$ cat config.mk
export PLATFORM = sky130hd
export DESIGN_NAME = qspi_arb_ctrl_flat
export DESIGN_NICKNAME = d
export VERILOG_FILES = /design/src/rtl/qspi_arb_ctrl_if.sv /design/src/rtl/qspi_arb_ctrl.sv /design/src/flat_wrapper.sv
export SDC_FILE = /design/constraint.sdc
export NUM_CORES = 1
export LEC_CHECK = 0
export ABC_CLOCK_PERIOD_IN_PS = 3000
export BUFFER_PORTS_ARGS = -buffer_cell sky130_fd_sc_hd__buf_4
export CAP_MARGIN = 5
export CORE_ASPECT_RATIO = 0.7
export CORE_UTILIZATION = 55
export DETAILED_ROUTE_END_ITERATION = 7
export GPL_TIMING_DRIVEN = 0
export PLACE_DENSITY = 0.8
export SYNTH_ARGS = -nofsm -noshare
export SYNTH_HDL_FRONTEND = slang
export SYNTH_SLANG_ARGS = --single-unit
$ cat constraint.sdc
create_clock -name clk -period 3 [get_ports clk]
set_clock_uncertainty 0.1 [all_clocks]
set_input_delay 0.3 -clock clk [delete_from_list [all_inputs] [get_ports clk]]
set_output_delay 0.3 -clock clk [all_outputs]
set_load 0.1 [all_outputs]
$ cat src/rtl/qspi_arb_ctrl_if.sv
// Client-side bundle of qspi_arb_ctrl: two request ports, shared read data and capture latency.
// master drives requests, slave (the controller) returns acks and data.
interface qspi_arb_ctrl_if #(
  parameter int unsigned ADDR_W = 24
);
  logic [2:0]        latency;
  logic              p0_req;
  logic [ADDR_W-1:0] p0_addr;
  logic [1:0]        p0_sel;
  logic [1:0]        p0_len;
  logic              p0_ack;
  logic              p1_req;
  logic [ADDR_W-1:0] p1_addr;
  logic [1:0]        p1_sel;
  logic [1:0]        p1_len;
  logic              p1_ack;
  logic [31:0]       rdata;

  modport master (
    output latency, p0_req, p0_addr, p0_sel, p0_len, p1_req, p1_addr, p1_sel, p1_len,
    input  p0_ack, p1_ack, rdata
  );

  modport slave (
    input  latency, p0_req, p0_addr, p0_sel, p0_len, p1_req, p1_addr, p1_sel, p1_len,
    output p0_ack, p1_ack, rdata
  );
endinterface

$ cat src/rtl/qspi_arb_ctrl.sv
// Two-port arbiter and quad-read (0xEB) sequencer for a shared flash / dual-PSRAM QSPI PMOD.
// All pin outputs are registered and derived from the next state so they line up with SCK phases.
module qspi_arb_ctrl #(
  parameter int unsigned ADDR_W  = 24,
  parameter int unsigned MAX_LAT = 4
) (
  input  logic             clk,
  input  logic             rst,
  qspi_arb_ctrl_if.slave   bus,
  output logic             qspi_clk,
  output logic             qspi_flash_cs_n,
  output logic             qspi_ram_a_cs_n,
  output logic             qspi_ram_b_cs_n,
  output logic [3:0]       qspi_data_out,
  output logic [3:0]       qspi_data_oe,
  input  logic [3:0]       qspi_data_in
);

  localparam logic [7:0] QuadRdCmd = 8'hEB;
  localparam logic [2:0] MaxLat    = 3'(MAX_LAT);

  typedef enum logic [2:0] {StIdle, StCmd, StAddr, StDummy, StData, StWait, StDone} state_e;

  state_e              state_q, state_d;
  logic [4:0]          cnt_q, cnt_d;
  logic [1:0]          loss_q;
  logic                owner_q;
  logic [1:0]          sel_q;
  logic [1:0]          len_q;
  logic [2:0]          lat_q;
  logic [ADDR_W-1:0]   addr_q;
  logic [MAX_LAT-1:0]  stb_q;
  logic [2:0]          nib_q;
  logic [31:0]         rx_q;

  logic                grant, gnt1, own_n, strobe_now, cap, cs_on_d, sck_on_d;
  logic [1:0]          sel_g, sel_n;
  logic [MAX_LAT:0]    taps;
  logic [23:0]         addr_tx;
  logic [3:0]          dout_d, oe_d;

  // Port 1 wins outright once it has lost two grants in a row while requesting.
  assign gnt1    = bus.p1_req && (!bus.p0_req || loss_q == 2'd2);
  assign sel_g   = gnt1 ? bus.p1_sel : bus.p0_sel;
  assign grant   = (state_q == StIdle) && (bus.p0_req || bus.p1_req);
  assign sel_n   = grant ? sel_g : sel_q;
  assign own_n   = grant ? gnt1 : owner_q;
  assign addr_tx = 24'(addr_q);

  // Strobe marks the cycle ending each SCK-high phase; the tap picks it up lat cycles later.
  assign strobe_now = (state_q == StData) && cnt_q[0];
  assign taps       = {stb_q, strobe_now};
  assign cap        = taps[lat_q];

  assign cs_on_d  = state_d inside {StCmd, StAddr, StDummy, StData, StWait};
  assign sck_on_d = state_d inside {StCmd, StAddr, StDummy, StData};

  always_comb begin
    state_d = state_q;
    cnt_d   = cnt_q + 5'd1;
    case (state_q)
      StIdle: begin
        cnt_d = '0;
        if (grant) state_d = (sel_g == 2'd3) ? StDone : StCmd;
      end
      StCmd:   if (cnt_q == 5'd15) begin state_d = StAddr;  cnt_d = '0; end
      StAddr:  if (cnt_q == 5'd11) begin state_d = StDummy; cnt_d = '0; end
      StDummy: if (cnt_q == 5'd11) begin state_d = StData;  cnt_d = '0; end
      StData:  if (cnt_q == {1'b0, len_q, 2'b11}) begin state_d = StWait; cnt_d = '0; end
      StWait:  if (cnt_q == {2'b00, lat_q}) begin state_d = StDone; cnt_d = '0; end
      default: begin state_d = StIdle; cnt_d = '0; end
    endcase
  end

  always_comb begin
    dout_d = '0;
    oe_d   = '0;
    case (state_d)
      StCmd: begin
        dout_d = {3'b000, QuadRdCmd[~cnt_d[3:1]]};
        oe_d   = 4'b0001;
      end
      StAddr: begin
        dout_d = addr_tx[{3'd5 - cnt_d[3:1], 2'b00} +: 4];
        oe_d   = 4'hF;
      end
      default: ;
    endcase
  end

  always_ff @(posedge clk) begin
    if (rst) begin
      state_q         <= StIdle;
      cnt_q           <= '0;
      loss_q          <= '0;
      owner_q         <= 1'b0;
      sel_q           <= 2'd3;
      len_q           <= '0;
      lat_q           <= '0;
      addr_q          <= '0;
      stb_q           <= '0;
      nib_q           <= '0;
      rx_q            <= '0;
      qspi_clk        <= 1'b0;
      qspi_flash_cs_n <= 1'b1;
      qspi_ram_a_cs_n <= 1'b1;
      qspi_ram_b_cs_n <= 1'b1;
      qspi_data_out   <= '0;
      qspi_data_oe    <= '0;
      bus.p0_ack      <= 1'b0;
      bus.p1_ack      <= 1'b0;
      bus.rdata       <= '0;
    end else begin
      state_q <= state_d;
      cnt_q   <= cnt_d;
      stb_q   <= MAX_LAT'({stb_q, strobe_now});
      if (grant) begin
        owner_q <= gnt1;
        sel_q   <= sel_g;
        addr_q  <= gnt1 ? bus.p1_addr : bus.p0_addr;
        len_q   <= gnt1 ? bus.p1_len : bus.p0_len;
        lat_q   <= (bus.latency > MaxLat) ? MaxLat : bus.latency;
        loss_q  <= gnt1 ? 2'd0 : (bus.p1_req ? loss_q + 2'd1 : loss_q);
        stb_q   <= '0;
        nib_q   <= '0;
        rx_q    <= '0;
      end else if (cap) begin
        // High nibble of each byte arrives first; byte k lands in rx_q[8k +: 8].
        rx_q[{nib_q[2:1], ~nib_q[0], 2'b00} +: 4] <= qspi_data_in;
        nib_q <= nib_q + 3'd1;
      end
      qspi_clk        <= sck_on_d & cnt_d[0];
      qspi_flash_cs_n <= !(cs_on_d && sel_n == 2'd0);
      qspi_ram_a_cs_n <= !(cs_on_d && sel_n == 2'd1);
      qspi_ram_b_cs_n <= !(cs_on_d && sel_n == 2'd2);
      qspi_data_out   <= dout_d;
      qspi_data_oe    <= oe_d;
      bus.p0_ack      <= (state_d == StDone) && !own_n;
      bus.p1_ack      <= (state_d == StDone) && own_n;
      if (state_d == StDone) bus.rdata <= (sel_n == 2'd3) ? 32'd0 : rx_q;
    end
  end

endmodule
$ cat src/flat_wrapper.sv
// flat-port wrapper written by rule: the top's interface ports become plain ports
module qspi_arb_ctrl_flat 
#(
  parameter int unsigned ADDR_W  = 24,
  parameter int unsigned MAX_LAT = 4
)
  (clk, rst, qspi_clk, qspi_flash_cs_n, qspi_ram_a_cs_n, qspi_ram_b_cs_n, qspi_data_out, qspi_data_oe, qspi_data_in, bus_latency, bus_p0_req, bus_p0_addr, bus_p0_sel, bus_p0_len, bus_p1_req, bus_p1_addr, bus_p1_sel, bus_p1_len, bus_p0_ack, bus_p1_ack, bus_rdata);
  qspi_arb_ctrl_if #(.ADDR_W(ADDR_W)) bus_i ();
  input  logic clk;
  input  logic rst;
  output logic qspi_clk;
  output logic qspi_flash_cs_n;
  output logic qspi_ram_a_cs_n;
  output logic qspi_ram_b_cs_n;
  output logic [3:0] qspi_data_out;
  output logic [3:0] qspi_data_oe;
  input  logic [3:0] qspi_data_in;
  input wire logic [$bits(bus_i.latency)-1:0] bus_latency;
  input wire logic [$bits(bus_i.p0_req)-1:0] bus_p0_req;
  input wire logic [$bits(bus_i.p0_addr)-1:0] bus_p0_addr;
  input wire logic [$bits(bus_i.p0_sel)-1:0] bus_p0_sel;
  input wire logic [$bits(bus_i.p0_len)-1:0] bus_p0_len;
  input wire logic [$bits(bus_i.p1_req)-1:0] bus_p1_req;
  input wire logic [$bits(bus_i.p1_addr)-1:0] bus_p1_addr;
  input wire logic [$bits(bus_i.p1_sel)-1:0] bus_p1_sel;
  input wire logic [$bits(bus_i.p1_len)-1:0] bus_p1_len;
  output wire logic [$bits(bus_i.p0_ack)-1:0] bus_p0_ack;
  output wire logic [$bits(bus_i.p1_ack)-1:0] bus_p1_ack;
  output wire logic [$bits(bus_i.rdata)-1:0] bus_rdata;
  assign bus_i.latency = bus_latency;
  assign bus_i.p0_req = bus_p0_req;
  assign bus_i.p0_addr = bus_p0_addr;
  assign bus_i.p0_sel = bus_p0_sel;
  assign bus_i.p0_len = bus_p0_len;
  assign bus_i.p1_req = bus_p1_req;
  assign bus_i.p1_addr = bus_p1_addr;
  assign bus_i.p1_sel = bus_p1_sel;
  assign bus_i.p1_len = bus_p1_len;
  assign bus_p0_ack = bus_i.p0_ack;
  assign bus_p1_ack = bus_i.p1_ack;
  assign bus_rdata = bus_i.rdata;
  qspi_arb_ctrl #(.ADDR_W(ADDR_W), .MAX_LAT(MAX_LAT)) u_core (.clk(clk), .rst(rst), .bus(bus_i), .qspi_clk(qspi_clk), .qspi_flash_cs_n(qspi_flash_cs_n), .qspi_ram_a_cs_n(qspi_ram_a_cs_n), .qspi_ram_b_cs_n(qspi_ram_b_cs_n), .qspi_data_out(qspi_data_out), .qspi_data_oe(qspi_data_oe), .qspi_data_in(qspi_data_in));
endmodule
==> impl_metrics.json <==
{
  "yosysMostFrequentCell": "dfxtp_1",
  "path_max_fanout": 6,
  "maxCapViolCount": 0,
  "post-place-ws_ps": 308,
  "nNetsFinal": 839,
  "run_status": "completed",
  "yosysSeqAreaShare": 0.453,
  "synthTopCellsByArea": "dfxtp_1 (45%), nor2_1 (7.1%), a22oi_1 (4.6%)",
  "required_ps": 3190,
  "h-tree-depth": 4,
  "max_freq_mhz": 367,
  "tns_ps": 0,
  "io_pins": 113,
  "synth_edf_count": 0,
  "grt_overflow_total": 0,
  "gp_congestion": 0.919,
  "internal_power_uw": 3310,
  "netlist_instances": 633,
  "p_comb_frac": 0.195,
  "drv_slew": 0,
  "power.density_nw_per_um2": 668,
  "totalWireLength_um": 15900,
  "gr-usage-met2": 0.451,
  "n_fill_cell": 725,
  "antenna_found_initial": 0,
  "routedWlPerCell_um": 17.6,
  "syn_avg_cell_area_sq_um": 8.73,
  "dpl.hpwl_um": 11700,
  "syn_area_sq_um": 5530,
  "area.growth.synth_to_final_pct": 28.3,
  "tightest_slew_ps": 579,
  "critPathLaunchType": "flop",
  "initial_core_util": 0.568,
  "setup_viol": 0,
  "multi_input_area_sq_um": 2750,
  "post_cts_buffers": 0,
  "firstDrtPassIters": 5,
  "gr-usage-all-layers": 0.308,
  "pwr-share-clk": 0.417,
  "core_sq_um": 9720,
  "syn_nets": 710,
  "grt_max_degree": 17,
  "vias": 5274,
  "gr-usage-met3": 0.0545,
  "regArea_sq_um": 2500,
  "cts_tree": "yes",
  "cts_buffer_depth": 2,
  "die_h_um": 85.9,
  "synth_common_cells": "dfxtp_1 (125), nor2_1 (105), nand2_1 (52), nand3_1 (47), a22oi_1 (34)",
  "top_usage_layer": "met1",
  "holdWs_ps": 66.7,
  "cts_buffers": 17,
  "grt_pass1_vias": 4768,
  "viasPerCell": 5.85,
  "num_antenna_cells": 0,
  "clkSinkCount": 125,
  "route.detailed.drc": 0,
  "ys_seq_elements": 125,
  "rows": 30,
  "netlist-cell-type-count": 58,
  "grt_pass1_wl_um": 24500,
  "numPortBuffers": 110,
  "async_flop_share": 0,
  "end_kind": "flop",
  "met1_usage": 0.456,
  "synth-main-ff-cell": "dfxtp_1",
  "cts.clk_slew.worst_paths_ps": 60,
  "post-route-min-period_ps": 2730,
  "ir_drop_v": 0.000462,
  "drive_above_1_share": 0.234,
  "synth_warnings": 0,
  "power_leakage_uw": 0.00294,
  "switching_share": 0.302,
  "utilization": 0.729,
  "crit_arrival_ps": 2910,
  "yosysTopAreaCellShare": 0.453,
  "cts_hold_buf": 0,
  "die_w_um": 122,
  "hold_viol": 0,
  "slew_headroom": 0.604,
  "fin_cells": 902,
  "rsz0062_at_grt": "false",
  "dieArea_sq_um": 10500,
  "crit_type": "reg2reg",
  "fin_ws_ps": 273,
  "drt_iter0_drc": 563,
  "yosysTopAreaCell": "dfxtp_1",
  "power_switching_uw": 1430,
  "fin_crit_sh": 0.909,
  "ant_nets": 0,
  "root_buffer": "clkbuf_16",
  "ctsResizeCount": 0,
  "insertion_delay_ps": 410,
  "seqPwrFrac": 0.389,
  "min_path_type": "in2reg",
  "dp.cells": 871
}
## registers in the layout (all words and copies together), names as in the netlist, 2 cells and up
register / count
u_core.bus.rdata: 32
u_core.rx_q: 32
u_core.addr_q: 24
u_core.cnt_q: 5
u_core.qspi_data_out: 4
u_core.stb_q: 4
u_core.lat_q: 3
u_core.nib_q: 3
u_core.state_q: 3
u_core.len_q: 2
u_core.loss_q: 2
u_core.qspi_data_oe: 2
u_core.sel_q: 2
## layout by cell type, fill, tap and decap left out, types with 19 or more instances in the layout
cell type | Yosys | layout
clkbuf_1 | 27 | 29
nand3_1 | 47 | 47
a311oi_1 | 27 | 27
buf_2 | 19 | 19
buf_4 | 2 | 112
dfxtp_1 | 125 | 125
nand2_1 | 52 | 52
mux2i_1 | 22 | 22
a22oi_1 | 34 | 34
nor2_1 | 105 | 105
## power groups by stage
stage               registers [uW]  logic, uW  clock network [uW]
global placement              1870        865                   0
detailed placement            1870        887                   0
global route                  1840        990                2050
finish                        1840        922                1970
floorplan                     1950        524                   0
CTS                           1830        899                1980
## cell families (layout without fill, tap and decap cells)
| group | Yosys count | in the layout | share of synthesized area |
|---|---|---|---|
| AO/OA/AOI/OAI | 123 | 123 | 0.156 |
| XOR/XNOR | 11 | 11 | 0.0174 |
| adder cells (fa/ha/maj) | 10 | 10 | 0.0226 |
| buffers and inverters | 63 | 204 | 0.0512 |
| flip-flops | 125 | 125 | 0.453 |
| multiplexers | 22 | 22 | 0.0398 |
| AND/OR/NAND/NOR | 279 | 279 | 0.260 |
## worst max-delay path: stages (launching register included)
cell and delay (ps):
dfxtp_1 420, ha_1 330, nand3_1 150, inv_1 80, ha_1 170, nand3b_1 200
o31ai_1 140, nor3_1 460, nand3_1 170, a311oi_1 390
## worst paths after layout
path / startpoint / endpoint / slack (ps) / cells past startpoint
max reg2reg: u_core.cnt_q[1] / u_core.qspi_clk / 270 / 9
max: u_core.cnt_q[1] / u_core.qspi_clk / 270 / 9
min: bus_p0_addr[11] / u_core.addr_q[11] / 70 / 3
min reg2reg: u_core.rx_q[18] / u_core.rx_q[18] / 360 / 2
## layer usage
layer / part of all wire / wire [um]
met1: 0.46 / 7350
met2: 0.44 / 6940
met3: 0.088 / 1400
met4: 0.011 / 182
met5: 0 / 0
## area by class of cell
class / instances / share of cell area
inverters: 11 / 0.00583
multi-input cells: 445 / 0.388
flip-flops and latches: 125 / 0.353
plain buffers: 52 / 0.0341
clock buffers: 20 / 0.0630
repair buffers: 110 / 0.117
well taps: 128 / 0.0226
clock inverters: 11 / 0.0169
## per-stage QoR
| stage | power, uW | area, sq um |
|---|---|---|
| final | 4730 | 7090 |
| after global routing | 4880 | 7090 |
| after CTS | 4710 | 7080 |
| after detailed placement | 2760 | 6510 |
| after global placement | 2730 | 6510 |
| after floorplan | 2470 | 5530 |
(Power assumes the default switching activity.)
